[config.mk]
export PLATFORM = sky130hd
export DESIGN_NAME = out_ram_arbiter_flat
export DESIGN_NICKNAME = d
export VERILOG_FILES = /design/src/rtl/out_ram_arbiter_if.sv /design/src/rtl/out_ram_arbiter.sv /design/src/flat_wrapper.sv
export SDC_FILE = /design/constraint.sdc
export NUM_CORES = 1
export LEC_CHECK = 0
export ABC_AREA = 0
export CAP_MARGIN = 30
export CORE_MARGIN = 5
export CORE_UTILIZATION = 50
export CTS_CLUSTER_SIZE = 14
export DETAILED_ROUTE_END_ITERATION = 10
export PLACE_DENSITY_LB_ADDON = 0.3
export SYNTH_ARGS = -nofsm -noshare
export SYNTH_HDL_FRONTEND = slang
export SYNTH_SLANG_ARGS = --single-unit
[constraint.sdc]
create_clock -name clk -period 12.8 [get_ports clk]
set_input_delay 2.56 -clock clk [delete_from_list [all_inputs] [get_ports clk]]
set_output_delay 2.56 -clock clk [all_outputs]
set_load 0.05 [all_outputs]
[src/rtl/out_ram_arbiter_if.sv]
// out_ram_arbiter_if: requester handshake, read response and dual-port RAM signals for out_ram_arbiter
interface out_ram_arbiter_if #(
  parameter int NUM_REQ = 4,
  parameter int AWIDTH  = 9,
  parameter int DWIDTH  = 16
);
  logic [NUM_REQ-1:0]        req_valid;
  logic [NUM_REQ-1:0]        req_ready;
  logic [NUM_REQ-1:0]        req_we;
  logic [NUM_REQ*AWIDTH-1:0] req_addr;
  logic [NUM_REQ*DWIDTH-1:0] req_wdata;
  logic [NUM_REQ-1:0]        rsp_valid;
  logic [NUM_REQ*DWIDTH-1:0] rsp_data;
  logic [AWIDTH-1:0]         ram_address_a;
  logic                      ram_wren_a;
  logic [DWIDTH-1:0]         ram_data_a;
  logic [DWIDTH-1:0]         ram_out_a;
  logic [AWIDTH-1:0]         ram_address_b;
  logic                      ram_wren_b;
  logic [DWIDTH-1:0]         ram_data_b;
  logic [DWIDTH-1:0]         ram_out_b;
  modport master (
    output req_valid, req_we, req_addr, req_wdata, ram_out_a, ram_out_b,
    input  req_ready, rsp_valid, rsp_data,
    input  ram_address_a, ram_wren_a, ram_data_a, ram_address_b, ram_wren_b, ram_data_b
  );
  modport slave (
    input  req_valid, req_we, req_addr, req_wdata, ram_out_a, ram_out_b,
    output req_ready, rsp_valid, rsp_data,
    output ram_address_a, ram_wren_a, ram_data_a, ram_address_b, ram_wren_b, ram_data_b
  );
endinterface

[src/rtl/out_ram_arbiter.sv]
// out_ram_arbiter: round-robin sharing of the two output-RAM ports, up to two grants per cycle
module out_ram_arbiter #(
  parameter int NUM_REQ = 4,
  parameter int AWIDTH  = 9,
  parameter int DWIDTH  = 16
) (
  input logic clk,
  input logic reset,
  out_ram_arbiter_if.slave bus
);
  localparam int IW = $clog2(NUM_REQ);
  logic [AWIDTH-1:0]  addr [NUM_REQ];
  logic [DWIDTH-1:0]  wdata [NUM_REQ];
  logic [IW-1:0]      rr_ptr, nxt_ptr, j, ia, ib;
  logic               has_a, has_b, we_a, we_b;
  logic [NUM_REQ-1:0] ready, rsp_valid_q;
  logic [AWIDTH-1:0]  ram_addr_a, ram_addr_b;
  logic [DWIDTH-1:0]  ram_wd_a, ram_wd_b;
  logic               ram_we_a, ram_we_b;
  logic               t1_va, t1_vb, t2_va, t2_vb;
  logic [IW-1:0]      t1_ia, t1_ib, t2_ia, t2_ib;
  for (genvar g = 0; g < NUM_REQ; g++) begin : g_req
    assign addr[g]  = bus.req_addr[g*AWIDTH +: AWIDTH];
    assign wdata[g] = bus.req_wdata[g*DWIDTH +: DWIDTH];
    assign bus.rsp_data[g*DWIDTH +: DWIDTH] = (t2_va && t2_ia == IW'(g)) ? bus.ram_out_a :
                                              (t2_vb && t2_ib == IW'(g)) ? bus.ram_out_b : '0;
  end
  // A reader and a writer (or two writers) of one address never share a cycle
  always_comb begin
    has_a = 1'b0;
    has_b = 1'b0;
    ia = '0;
    ib = '0;
    j = '0;
    for (int k = 0; k < NUM_REQ; k++) begin
      j = IW'((int'(rr_ptr) + k) % NUM_REQ);
      if (bus.req_valid[j]) begin
        if (!has_a) begin
          has_a = 1'b1;
          ia = j;
        end else if (!has_b && !(addr[j] == addr[ia] && (bus.req_we[j] || bus.req_we[ia]))) begin
          has_b = 1'b1;
          ib = j;
        end
      end
    end
    we_a = has_a & bus.req_we[ia];
    we_b = has_b & bus.req_we[ib];
    ready = '0;
    if (has_a) ready[ia] = 1'b1;
    if (has_b) ready[ib] = 1'b1;
    nxt_ptr = IW'((int'(has_b ? ib : ia) + 1) % NUM_REQ);
  end
  always_ff @(posedge clk or posedge reset) begin
    if (reset) begin
      rr_ptr <= '0;
      ram_addr_a <= '0;
      ram_addr_b <= '0;
      ram_wd_a <= '0;
      ram_wd_b <= '0;
      ram_we_a <= 1'b0;
      ram_we_b <= 1'b0;
      t1_va <= 1'b0;
      t1_vb <= 1'b0;
      t2_va <= 1'b0;
      t2_vb <= 1'b0;
      t1_ia <= '0;
      t1_ib <= '0;
      t2_ia <= '0;
      t2_ib <= '0;
      rsp_valid_q <= '0;
    end else begin
      if (has_a) rr_ptr <= nxt_ptr;
      ram_we_a <= we_a;
      ram_we_b <= we_b;
      if (has_a) begin
        ram_addr_a <= addr[ia];
        ram_wd_a <= wdata[ia];
      end
      if (has_b) begin
        ram_addr_b <= addr[ib];
        ram_wd_b <= wdata[ib];
      end
      t1_va <= has_a & ~we_a;
      t1_vb <= has_b & ~we_b;
      t1_ia <= ia;
      t1_ib <= ib;
      t2_va <= t1_va;
      t2_vb <= t1_vb;
      t2_ia <= t1_ia;
      t2_ib <= t1_ib;
      rsp_valid_q <= (NUM_REQ'(t1_va) << t1_ia) | (NUM_REQ'(t1_vb) << t1_ib);
    end
  end
  assign bus.req_ready     = ready;
  assign bus.rsp_valid     = rsp_valid_q;
  assign bus.ram_address_a = ram_addr_a;
  assign bus.ram_wren_a    = ram_we_a;
  assign bus.ram_data_a    = ram_wd_a;
  assign bus.ram_address_b = ram_addr_b;
  assign bus.ram_wren_b    = ram_we_b;
  assign bus.ram_data_b    = ram_wd_b;
endmodule

[src/flat_wrapper.sv]
// flat-port wrapper written by rule: the top's interface ports become plain ports
module out_ram_arbiter_flat 
#(
  parameter int NUM_REQ = 4,
  parameter int AWIDTH  = 9,
  parameter int DWIDTH  = 16
)
  (clk, reset, bus_req_valid, bus_req_we, bus_req_addr, bus_req_wdata, bus_ram_out_a, bus_ram_out_b, bus_req_ready, bus_rsp_valid, bus_rsp_data, bus_ram_address_a, bus_ram_wren_a, bus_ram_data_a, bus_ram_address_b, bus_ram_wren_b, bus_ram_data_b);
  out_ram_arbiter_if #(.NUM_REQ(NUM_REQ), .AWIDTH(AWIDTH), .DWIDTH(DWIDTH)) bus_i ();
  input logic clk;
  input logic reset;
  input wire logic [$bits(bus_i.req_valid)-1:0] bus_req_valid;
  input wire logic [$bits(bus_i.req_we)-1:0] bus_req_we;
  input wire logic [$bits(bus_i.req_addr)-1:0] bus_req_addr;
  input wire logic [$bits(bus_i.req_wdata)-1:0] bus_req_wdata;
  input wire logic [$bits(bus_i.ram_out_a)-1:0] bus_ram_out_a;
  input wire logic [$bits(bus_i.ram_out_b)-1:0] bus_ram_out_b;
  output wire logic [$bits(bus_i.req_ready)-1:0] bus_req_ready;
  output wire logic [$bits(bus_i.rsp_valid)-1:0] bus_rsp_valid;
  output wire logic [$bits(bus_i.rsp_data)-1:0] bus_rsp_data;
  output wire logic [$bits(bus_i.ram_address_a)-1:0] bus_ram_address_a;
  output wire logic [$bits(bus_i.ram_wren_a)-1:0] bus_ram_wren_a;
  output wire logic [$bits(bus_i.ram_data_a)-1:0] bus_ram_data_a;
  output wire logic [$bits(bus_i.ram_address_b)-1:0] bus_ram_address_b;
  output wire logic [$bits(bus_i.ram_wren_b)-1:0] bus_ram_wren_b;
  output wire logic [$bits(bus_i.ram_data_b)-1:0] bus_ram_data_b;
  assign bus_i.req_valid = bus_req_valid;
  assign bus_i.req_we = bus_req_we;
  assign bus_i.req_addr = bus_req_addr;
  assign bus_i.req_wdata = bus_req_wdata;
  assign bus_i.ram_out_a = bus_ram_out_a;
  assign bus_i.ram_out_b = bus_ram_out_b;
  assign bus_req_ready = bus_i.req_ready;
  assign bus_rsp_valid = bus_i.rsp_valid;
  assign bus_rsp_data = bus_i.rsp_data;
  assign bus_ram_address_a = bus_i.ram_address_a;
  assign bus_ram_wren_a = bus_i.ram_wren_a;
  assign bus_ram_data_a = bus_i.ram_data_a;
  assign bus_ram_address_b = bus_i.ram_address_b;
  assign bus_ram_wren_b = bus_i.ram_wren_b;
  assign bus_ram_data_b = bus_i.ram_data_b;
  out_ram_arbiter #(.NUM_REQ(NUM_REQ), .AWIDTH(AWIDTH), .DWIDTH(DWIDTH)) u_core (.clk(clk), .reset(reset), .bus(bus_i));
endmodule
==> impl_metrics.json <==
{
  "whs_path_depth": 0,
  "clk_path_buf_depth": 2,
  "synth_top_flop_cell": "dfrtp_1",
  "synthSimpleGateAreaFrac_pct": 12.9,
  "rrSetupSlack_ps": 6320,
  "start_util_pct": 50.6,
  "finalSetupTns_ps": 0,
  "r2r_cells": 17,
  "design_area_um2": 10300,
  "crit_start": "bus_req_valid[3]",
  "vdd_drop_max_v": 0.000168,
  "dp_hpwl_um": 18900,
  "synth_top_family_by_area": "multiplexers",
  "ys_seq_area_share_pct": 24.0,
  "grt_pass1_vias": 7141,
  "cts-hold-fix-buffers": 0,
  "min_period_ps": 11560,
  "antenna_cells": 0,
  "synth_area_um2": 7300,
  "layout-drive-gt1-share_pct": 12.8,
  "hold_class": "flip-flop to flip-flop",
  "dieHeight_um": 131,
  "skew_ps": 8.23,
  "met3_usage_pct": 4.19,
  "multi_input_comb_area_um2": 5120,
  "crit_arrival_ps": 9000,
  "max-slew-margin-rel_pct": 42.1,
  "grt_busiest_layer": "met2",
  "grt_max_degree": 73,
  "dr.pass1.iters": 6,
  "totalWireLength_um": 25700,
  "timing.critical_path.required_ps": 10240,
  "muxShareOfSynthArea_pct": 33.9,
  "utilization_pct": 71.7,
  "drv_cap": 0,
  "syn_to_final_growth_pct": 41.7,
  "fillers": 1097,
  "period_share_pct": 90.3,
  "final-hold-violation-count": 0,
  "grt_overflow_total": 0,
  "clk_pin_slew_ps": 60,
  "cts_max_level": 3,
  "use_met2_pct": 49.6,
  "synth_async_sr_flop_share_pct": 100,
  "r2r_start": "u_core.rr_ptr[0]$_DFFE_PP0N_",
  "end_kind": "output pin",
  "root_buffer": "clkbuf_16",
  "syn_inst": 727,
  "core_area_um2": 14400,
  "cts_resized": 0,
  "post_drt_via_cell_ratio": 6.43,
  "placed_cell_area_um2": 10000,
  "status": "complete, no violations",
  "crit_end": "bus_req_ready[1]",
  "syn-num-nets": 870,
  "grt_setup_unrepaired": "no",
  "ys_ff_latch": 70,
  "antenna_found_initial": 0,
  "portBuffers": 265,
  "synth_compound_area_share_pct": 18.5,
  "seqCellArea_um2": 1750,
  "synth-xor-area-share_pct": 3.60,
  "worst_slew_pin_slew_ps": 869,
  "post-place-ws_ps": 1230,
  "crit_fanout": 38,
  "setup_violations": 0,
  "cts_tree": "done",
  "numCtsBuffers": 9,
  "drc_errors": 0,
  "avgSynthCellArea_um2": 10.0,
  "use_met1_pct": 38.4,
  "routedWlPerCell_um": 22.4,
  "fp-row-count": 44,
  "r2r_end": "u_core.bus.ram_address_b[0]$_DFFE_PP0P_",
  "setup_ws_ps": 1240,
  "vias": 7360,
  "grt_pass1_wl_um": 39100,
  "max_freq_ghz": 0.0865,
  "cts_setup_buffers": 0,
  "clock_sinks": 70,
  "ant_nets": 0,
  "worstSetupPathType": "input pin to output pin",
  "synthAdderAreaFrac_pct": 0.171,
  "p_leak_nw": 4.32,
  "grtUsageTotal_pct": 29.1,
  "report.final.slew_viol_count": 0,
  "power.density_nw_per_um2": 329,
  "clkLatencyLatePin_ps": 330,
  "final_nets": 1098,
  "yosysWarnings": 0,
  "synthDistinctLibCells": 68,
  "synth_edf_count": 0,
  "cp-start-kind": "input pin",
  "io_pins": 266,
  "finalWeightedCongestion": 1.00,
  "drtIter0Drc": 653,
  "die_w_um": 131,
  "dieArea_um2": 17100
}
==> stage by stage <==
stage,std cells,hold slack [ps],power (mW)
after floorplan,727,366,2.46
after global placement,1125,413,3.09
after detailed placement,1128,416,3.15
after CTS,1144,434,3.41
after global routing,1144,446,3.59
final,1144,428,3.40
==> logic make-up (layout without fill, tap and decap cells) <==
logic type      count (synthesis)  after routing
xor+xnor                       30             30
buf+inv                       100            333
compound gates                164            164
simple gates                  188            188
mux                           174            174
flops                          70             70
fa+ha+maj                       1              1
==> cell type report <==
| class | count | share of cell area [%] |
|---|---|---|
| clock inverter | 5 | 0.629 |
| sequential | 70 | 17.0 |
| timing repair buffer | 284 | 27.1 |
| multi-input combinational | 557 | 49.5 |
| inverter | 33 | 1.20 |
| clock buffer | 11 | 2.35 |
| tap | 184 | 2.23 |
==> layer usage <==
| layer | up-vias | part of all wire [%] |
|---|---|---|
| li1 | 3287 | - |
| met1 | 3631 | 39 |
| met2 | 392 | 50 |
| met3 | 50 | 8.7 |
| met4 | 0 | 2.4 |
| met5 | - | 0 |
==> where the power goes <==
part | switching (mW) | total (mW) | leakage [nW] | internal [mW]
Combinational | 1.65 | 2.73 | 3.35 | 1.08
Clock | 0.0961 | 0.254 | 0.151 | 0.158
Sequential | 0.0695 | 0.416 | 0.819 | 0.347
Total | 1.81 | 3.40 | 4.32 | 1.59
==> layout by cell type, fill, tap and decap left out, types with 3 or more instances in the layout <==
cell type,instances
or4_1,3
nor2b_1,6
mux2i_1,111
nor3_1,5
mux4_2,58
nand3_1,5
inv_1,31
nor2_1,14
buf_4,16
o21ai_0,10
o211a_1,3
clkdlybuf4s50_1,265
a22o_1,64
nand2_1,109
dfrtp_1,68
a31oi_1,3
a222oi_1,25
nand2b_1,3
a21oi_1,15
and2_1,8
buf_6,3
o21a_1,5
xnor2_1,7
a211oi_1,4
clkbuf_16,9
xor2_1,23
nor4_1,5
nor3_2,3
o211ai_1,13
mux2_2,4
==> critical path, stage by stage <==
cell and delay, ps:
clkdlybuf4s50_1 890, mux2_2 350, and2_1 500, o21bai_1 190, ha_1 160, buf_4 230, nor2_1 60, mux2_2 330
or3_1 700, mux2i_1 270, mux2i_1 100, xor2_1 170, nor4_2 560, a21o_4 230, nand2_1 70, a22o_4 450
inv_2 180, a32o_1 140, clkdlybuf4s50_1 820
==> worst min path at each step <==
stage,from,to
5_1_grt,u_core.t1_ib[0]$_DFF_PP0_,u_core.t2_ib[0]$_DFF_PP0_
2_1_floorplan,u_core.t1_ib[0]$_DFF_PP0_,u_core.t2_ib[0]$_DFF_PP0_
3_5_place_dp,u_core.t1_ib[0]$_DFF_PP0_,u_core.t2_ib[0]$_DFF_PP0_
6_report,u_core.t1_ib[0]$_DFF_PP0_,u_core.t2_ib[0]$_DFF_PP0_
4_1_cts,u_core.t1_ib[0]$_DFF_PP0_,u_core.t2_ib[0]$_DFF_PP0_
3_3_place_gp,u_core.t1_vb$_DFF_PP0_,u_core.t2_vb$_DFF_PP0_
==> cell usage after synthesis (all sizes together) (5+ instances only) <==
library cell	instances	area share, %
nand3	5	0.34
dfrtp	70	24
nor2	16	0.89
buf	38	3.7
and2	8	0.69
xnor2	7	0.84
nor2b	6	0.51
mux2i	111	15
a21oi	15	1.0
a22o	65	7.8
mux4	58	18
nand2	109	5.6
nor4	8	1.2
o211ai	13	1.3
nor3	10	0.82
o21ai	12	0.82
o21a	5	0.51
xor2	23	2.8
inv	33	1.7
mux2	5	0.82
a222oi	25	3.4
a211oi	5	0.69
clkbuf	29	1.5
==> registers in the layout, summed over array words and instances (netlist names), 2 cells and up <==
register / flops
u_core.bus.ram_data_a: 16
u_core.bus.ram_data_b: 16
u_core.bus.ram_address_a: 9
u_core.bus.ram_address_b: 9
u_core.bus.rsp_valid: 4
u_core.rr_ptr: 2
u_core.t1_ia: 2
u_core.t1_ib: 2
u_core.t2_ia: 2
u_core.t2_ib: 2
Power figures use the tool's default switching activity.
